[config.mk]
export PLATFORM = sky130hd
export DESIGN_NAME = mont_exp_ctrl
export DESIGN_NICKNAME = d
export VERILOG_FILES = /design/src/rtl/mont_exp_ctrl.sv
export SDC_FILE = /design/constraint.sdc
export NUM_CORES = 2
export LEC_CHECK = 0
export ABC_AREA = 0
export CAP_MARGIN = 20
export CORE_AREA = 2 2 520 522
export DETAILED_ROUTE_END_ITERATION = 10
export DIE_AREA = 0 0 522 524
export GPL_ROUTABILITY_DRIVEN = 0
export PLACE_DENSITY_LB_ADDON = 0.1
export SYNTH_ARGS = -nofsm -noshare
export SYNTH_HDL_FRONTEND = slang
export SYNTH_SLANG_ARGS = --single-unit
[constraint.sdc]
create_clock -name clk -period 4.2 [get_ports clk]
set_input_delay 0.84 -clock clk [delete_from_list [all_inputs] [get_ports clk]]
set_output_delay 0.84 -clock clk [all_outputs]
set_load 0.005 [all_outputs]
[src/rtl/mont_exp_ctrl.sv]
// Modular exponentiation sequencer: drives one Montgomery multiplier to compute
// base^exp mod m by left-to-right square-and-multiply. Operands arrive already
// in the Montgomery domain. A final multiply-by-1 converts the result back to
// the normal domain.
module mont_exp_ctrl #(
  parameter int K    = 192,
  parameter int EW   = 192,
  parameter int LOGE = 8
) (
  input  logic          clk,
  input  logic          rst_n,
  input  logic          start,
  input  logic [K-1:0]  base_m,
  input  logic [K-1:0]  one_m,
  input  logic [EW-1:0] exp,
  output logic          ready,
  output logic          busy,
  output logic          done,
  output logic [K-1:0]  result,
  output logic [K-1:0]  mm_x,
  output logic [K-1:0]  mm_y,
  output logic          mm_start,
  input  logic          mm_done,
  input  logic [K-1:0]  mm_z
);

  localparam logic [K-1:0]    ONE_K     = {{(K-1){1'b0}}, 1'b1};
  localparam logic [LOGE-1:0] IDX_TOP   = LOGE'(EW - 1);
  localparam logic [LOGE-1:0] IDX_ZERO  = {LOGE{1'b0}};
  localparam logic [LOGE-1:0] IDX_ONE   = {{(LOGE-1){1'b0}}, 1'b1};

  // REQ/WAIT are the two halves of every multiplier transaction; op_q says
  // which of square, multiply or domain conversion the transaction belongs to.
  typedef enum logic [2:0] {
    S_IDLE = 3'd0,
    S_SCAN = 3'd1,
    S_REQ  = 3'd2,
    S_WAIT = 3'd3,
    S_STEP = 3'd4,
    S_DONE = 3'd5
  } state_t;

  typedef enum logic [1:0] {
    OP_SQ   = 2'd0,
    OP_MUL  = 2'd1,
    OP_CONV = 2'd2
  } op_t;

  state_t          state_q;
  op_t             op_q;
  logic [K-1:0]    base_q;
  logic [K-1:0]    one_q;
  logic [EW-1:0]   exp_q;
  logic [LOGE-1:0] idx_q;
  logic [K-1:0]    acc_q;
  logic            busy_q;
  logic            done_q;
  logic [K-1:0]    result_q;
  logic [K-1:0]    mm_x_q;
  logic [K-1:0]    mm_y_q;
  logic            mm_start_q;

  logic            exp_bit;
  logic            idx_last;

  assign exp_bit  = exp_q[idx_q];
  assign idx_last = (idx_q == IDX_ZERO);

  // ready also waits on mm_done so a multiplier run left over from an aborted
  // operation is never overlapped by a new request.
  assign ready    = (state_q == S_IDLE) && mm_done;
  assign busy     = busy_q;
  assign done     = done_q;
  assign result   = result_q;
  assign mm_x     = mm_x_q;
  assign mm_y     = mm_y_q;
  assign mm_start = mm_start_q;

  // Exponent scan / transaction sequencer with registered outputs.
  // Operands are loaded on the same edge that enters S_REQ and are left
  // untouched until the next transaction is issued, so they stay stable
  // through the whole REQ/WAIT handshake.
  always_ff @(posedge clk or negedge rst_n) begin
    if (!rst_n) begin
      state_q    <= S_IDLE;
      op_q       <= OP_SQ;
      base_q     <= {K{1'b0}};
      one_q      <= {K{1'b0}};
      exp_q      <= {EW{1'b0}};
      idx_q      <= IDX_ZERO;
      acc_q      <= {K{1'b0}};
      busy_q     <= 1'b0;
      done_q     <= 1'b0;
      result_q   <= {K{1'b0}};
      mm_x_q     <= {K{1'b0}};
      mm_y_q     <= {K{1'b0}};
      mm_start_q <= 1'b0;
    end else begin
      done_q <= 1'b0;
      case (state_q)
        S_IDLE: begin
          if (start && mm_done) begin
            base_q  <= base_m;
            one_q   <= one_m;
            exp_q   <= exp;
            idx_q   <= IDX_TOP;
            busy_q  <= 1'b1;
            state_q <= S_SCAN;
          end
        end

        // Skip leading zeros; the top set bit seeds acc with the base.
        S_SCAN: begin
          if (exp_bit) begin
            acc_q      <= base_q;
            mm_x_q     <= base_q;
            mm_start_q <= 1'b1;
            state_q    <= S_REQ;
            if (idx_last) begin
              op_q   <= OP_CONV;
              mm_y_q <= ONE_K;
            end else begin
              op_q   <= OP_SQ;
              mm_y_q <= base_q;
              idx_q  <= idx_q - IDX_ONE;
            end
          end else if (idx_last) begin
            // exp == 0: the answer is 1, reached by converting R mod m.
            acc_q      <= one_q;
            op_q       <= OP_CONV;
            mm_x_q     <= one_q;
            mm_y_q     <= ONE_K;
            mm_start_q <= 1'b1;
            state_q    <= S_REQ;
          end else begin
            idx_q <= idx_q - IDX_ONE;
          end
        end

        // Hold start until the multiplier shows it has taken the request.
        S_REQ: begin
          if (!mm_done) begin
            mm_start_q <= 1'b0;
            state_q    <= S_WAIT;
          end
        end

        S_WAIT: begin
          if (mm_done) begin
            acc_q <= mm_z;
            case (op_q)
              OP_SQ: begin
                if (exp_bit) begin
                  op_q       <= OP_MUL;
                  mm_x_q     <= mm_z;
                  mm_y_q     <= base_q;
                  mm_start_q <= 1'b1;
                  state_q    <= S_REQ;
                end else begin
                  state_q <= S_STEP;
                end
              end
              OP_MUL: begin
                state_q <= S_STEP;
              end
              OP_CONV: begin
                result_q <= mm_z;
                done_q   <= 1'b1;
                state_q  <= S_DONE;
              end
              default: begin
                busy_q  <= 1'b0;
                state_q <= S_IDLE;
              end
            endcase
          end
        end

        S_STEP: begin
          mm_x_q     <= acc_q;
          mm_start_q <= 1'b1;
          state_q    <= S_REQ;
          if (idx_last) begin
            op_q   <= OP_CONV;
            mm_y_q <= ONE_K;
          end else begin
            op_q   <= OP_SQ;
            mm_y_q <= acc_q;
            idx_q  <= idx_q - IDX_ONE;
          end
        end

        S_DONE: begin
          busy_q  <= 1'b0;
          state_q <= S_IDLE;
        end

        default: begin
          busy_q     <= 1'b0;
          mm_start_q <= 1'b0;
          state_q    <= S_IDLE;
        end
      endcase
    end
  end

endmodule

==> summary.md <==
| Metric | Value |
|---|---|
| Min cycle time layout | `3.98 ns` |
| Largest area contributor in the synthesized netlist | `dfrtp_1` |
| Post-CTS Setup Bufs | `0` |
| Die area | `~270000 sq um` |
| Critical path endpoint category | `flip-flop` |
| DRC violation count after routing | `0` |
| Post-synth EDFFs | `0` |
| PwrDens | `~890 nW/um^2` |
| First-pass GRT wire length | `between 400 and 500 mm` |
| CTS root buf | `clkbuf_16` |
| H-tree depth | `4` |
| RSZ-0062 raised after global routing | `false` |
| Post-Syn Nets | `just over 6000` |
| Largest net degree at the start of global routing | `117` |
| Final setup viols | `0` |
| Via count | `around 50000` |
| Layout cell share with drive strength beyond 1 | `approximately 11%` |
| P_leak | `between 0.03 and 0.04 uW` |
| Initial Utilization | `~22%` |
| Clk Latency, worst-skew pair | `between 0.8 and 0.9 ns` |
| CP Data Required Time | `between 4 and 5 ns` |
| Outcome | `finished, final reports clean` |
| Final slew viol count | `0` |
| Slew headroom | `between 20% and 30%` |
| CTS tree | `built` |
| I/O pins | `1352` |
| Cell internal pwr | `44400 uW` |
| Top FF cell, synth | `dfrtp_1` |
| Sequential-to-total area share from yosys stat | `a little under three fifths` |
| Ys Warns | `0` |
| Drt pass-1 iters | `8` |
| Gr ovfl total | `0` |
| Synth top area share | `about 57%` |
| Clock Skews | `0.0495 ns` |
| Die W | `approximately 520 um` |
| HP Class | `flip-flop to flip-flop` |
| CP arrival | `approximately 4.7 ns` |
| Clock network power share | `about a fifth` |
| Post-DRT Antenna Nets | `0` |
| IO buf count | `around 1400` |
| Via-per-instance ratio | `4.64` |
| Synth top area cells | `dfrtp_1 57%, nand2_1 11%, mux2_1 6.3%` |
| DP HPWL | `approximately 210 mm` |
| Initial DRC Count | `around 3500` |
| Mux cell area share after synthesis | `16.2%` |
| # Max-Cap Violations | `0` |
| VDD IR max | `between 0.6 and 0.7 mV` |
| Sw power | `30000 uW` |
| Seq pwr share | `approximately 31%` |
| Routed length per instance | `between 20 and 30 um` |
| GRT Resource Usage Total | `between 20% and 30%` |
| Period Utilization, post-route | `94.8%` |
| Clk sinks | `about 1400` |
| Fin Setup TNS | `0 ns` |
| Simple-gate share of the synthesized area | `~13%` |
| Main combinational cell family by area after synthesis | `multiplexers` |
| Layout overhead on the synthesized area | `41.4%` |
| Most frequent cell after synthesis | `nand2_1` |
| Hold_ws | `between 0.4 and 0.5 ns` |
| Nets | `between 7000 and 8000` |
| Post-synthesis cell count | `around 5500` |
| Layout Utilization | `a little under a third` |
| CP Launch Type | `flip-flop` |
| Mapped Area | `approximately 59000 sq um` |
| Yosys reg bits | `between 1000 and 1500` |
| Clock transition at the registers of the reported paths | `about 0.060 ns` |
| F_max | `around 250 MHz` |
| Avg Cell Area, Syn | `between 10 and 15 sq um` |
| Routed wire length | `296 mm` |
| Synth cell count leaders | `1760 x nand2_1, 1360 x dfrtp_1, 330 x mux2_1` |
| Synth Area in XOR/XNOR | `less than 1%` |
| Type of the worst setup path | `flip-flop to flip-flop` |
| Num CTS Buffers | `181` |
| Unique cell type count in the Yosys netlist | `46` |
| Worst slew pin tran | `about 1.1 ns` |
| Post-Synth Adder-Cell Area | `0.0842%` |
| Max FO, Critical Path | `35` |
| FFs w/ async S/R, synth | `100%` |
| Combinational share of power | `a little under 50%` |
| Initial antenna violation count | `between 100 and 150` |
| Area of the core | `approximately 270000 sq um` |
| Vias in the first global route | `slightly below 50000` |
| Final hold vios | `0` |
| Compound-cell area share of the yosys netlist | `10.6%` |
| Switching share of power | `40.3%` |
| Maximum buffer depth of the clock tree | `4` |
| FILL cells | `27400` |
| Rows | `190` |
| Die Y | `roughly 520 um` |
-- final timing paths --
| kind | start | end | slack (ns) | depth (start not counted) |
|---|---|---|---|---|
| min in group asynchronous | rst_n | exp_q[124]$_DFFE_PN0P_ | 0.62 | 2 |
| worst max register to register | idx_q[0]$_DFFE_PN0P_ | mm_x[55]$_DFFE_PN0P_ | 0.22 | 13 |
| worst min-delay path | exp_q[29]$_DFFE_PN0P_ | exp_q[29]$_DFFE_PN0P_ | 0.47 | 2 |
| worst max-delay path | idx_q[0]$_DFFE_PN0P_ | mm_x[55]$_DFFE_PN0P_ | 0.22 | 13 |
| worst min register to register | exp_q[29]$_DFFE_PN0P_ | exp_q[29]$_DFFE_PN0P_ | 0.47 | 2 |
| max in group asynchronous | rst_n | acc_q[151]$_DFFE_PN0P_ | 2.24 | 3 |
-- sequential cells by signal (all words and copies together), names as in the netlist --
name,cells
mm_y,192
mm_start,1
state_q,3
acc_q,192
base_q,192
result,192
done,1
idx_q,8
one_q,192
exp_q,192
op_q,2
mm_x,192
busy,1
-- layout make-up --
class	count	area, sq um	area share (%)
flip-flops and latches	1360	34000	40.5
multi-input cells	3678	23800	28.3
repair buffers	1541	16000	19.0
clock buffers	272	5220	6.22
well taps	3552	4440	5.29
clock inverters	32	369	0.439
diodes	43	108	0.128
inverters	10	37.5	0.0447
-- layer usage --
metal | GRT usage (%) | up-vias | share of wire (%)
li1 | - | 21600 | -
met1 | 27.1 | 24800 | 43
met2 | 34.0 | 1737 | 47
met3 | 5.78 | 418 | 7.5
met4 | 6.28 | 58 | 2.4
met5 | 0 | - | 0.12
-- placed cells by master (no fill, tap or decap), types with 10 or more instances in the layout --
| master | instances |
|---|---|
| buf_4 | 108 |
| clkbuf_8 | 33 |
| buf_12 | 79 |
| clkbuf_1 | 57 |
| mux2i_1 | 222 |
| mux2_1 | 330 |
| dfrtp_1 | 1357 |
| nor2_1 | 207 |
| diode_2 | 43 |
| nand2_1 | 1757 |
| nand3_1 | 14 |
| clkbuf_16 | 182 |
| clkinv_2 | 18 |
| mux4_2 | 39 |
| clkdlybuf4s50_1 | 1350 |
| a22o_1 | 191 |
| inv_1 | 10 |
| a21oi_1 | 10 |
| mux2_2 | 247 |
| a22oi_1 | 195 |
| o21ai_0 | 199 |
| a221o_1 | 192 |
-- critical path, cell delays in order, from the launching register on --
cell      delay [ns]
dfrtp_4         0.49
mux4_2          0.50
mux4_2          0.50
o211a_1         0.25
nor4_2          0.27
buf_4           0.16
o221ai_4        0.14
buf_12          0.19
buf_4           0.19
nand4_1         0.17
nand3_4         0.11
buf_12          0.20
buf_16          0.26
mux2_1          0.34
-- power groups by stage --
stage | Sequential, uW | Clock, uW | Combinational [uW]
after floorplan | 21500 | 0 | 19600
after global placement | 23000 | 0 | 36900
after detailed placement | 23000 | 0 | 37200
after CTS | 22900 | 15600 | 37300
after global routing | 23500 | 16100 | 39500
final | 22800 | 15100 | 36500
-- timing repair --
action	4_1_cts	5_1_grt
gates resized for setup	0	3
endpoints found under the hold margin	18	0
endpoints found under the setup margin	0	329
hold buffers	1	0
-- per-stage QoR --
step,setup slack (ns),area (sq um),total power (uW),cells
6_report,0.218,84000,74500,10500
5_1_grt,0.0359,84000,79100,10500
4_1_cts,0.0193,83900,75800,10400
3_5_place_dp,0.0349,78300,60200,10100
3_3_place_gp,0.0119,78300,59900,10100
2_1_floorplan,0.716,59400,41200,5454
-- cells by family (layout without fill, tap and decap cells) --
kind of cell | count (synthesis) | in the layout
multiplexers | 838 | 838
flip-flops | 1360 | 1360
buffers and inverters | 416 | 1855
AO/OA/AOI/OAI | 810 | 810
other | 0 | 43
AND/OR/NAND/NOR | 2022 | 2022
XOR/XNOR | 4 | 4
adder cells (fa/ha/maj) | 4 | 4
(Power assumes the default switching activity.)
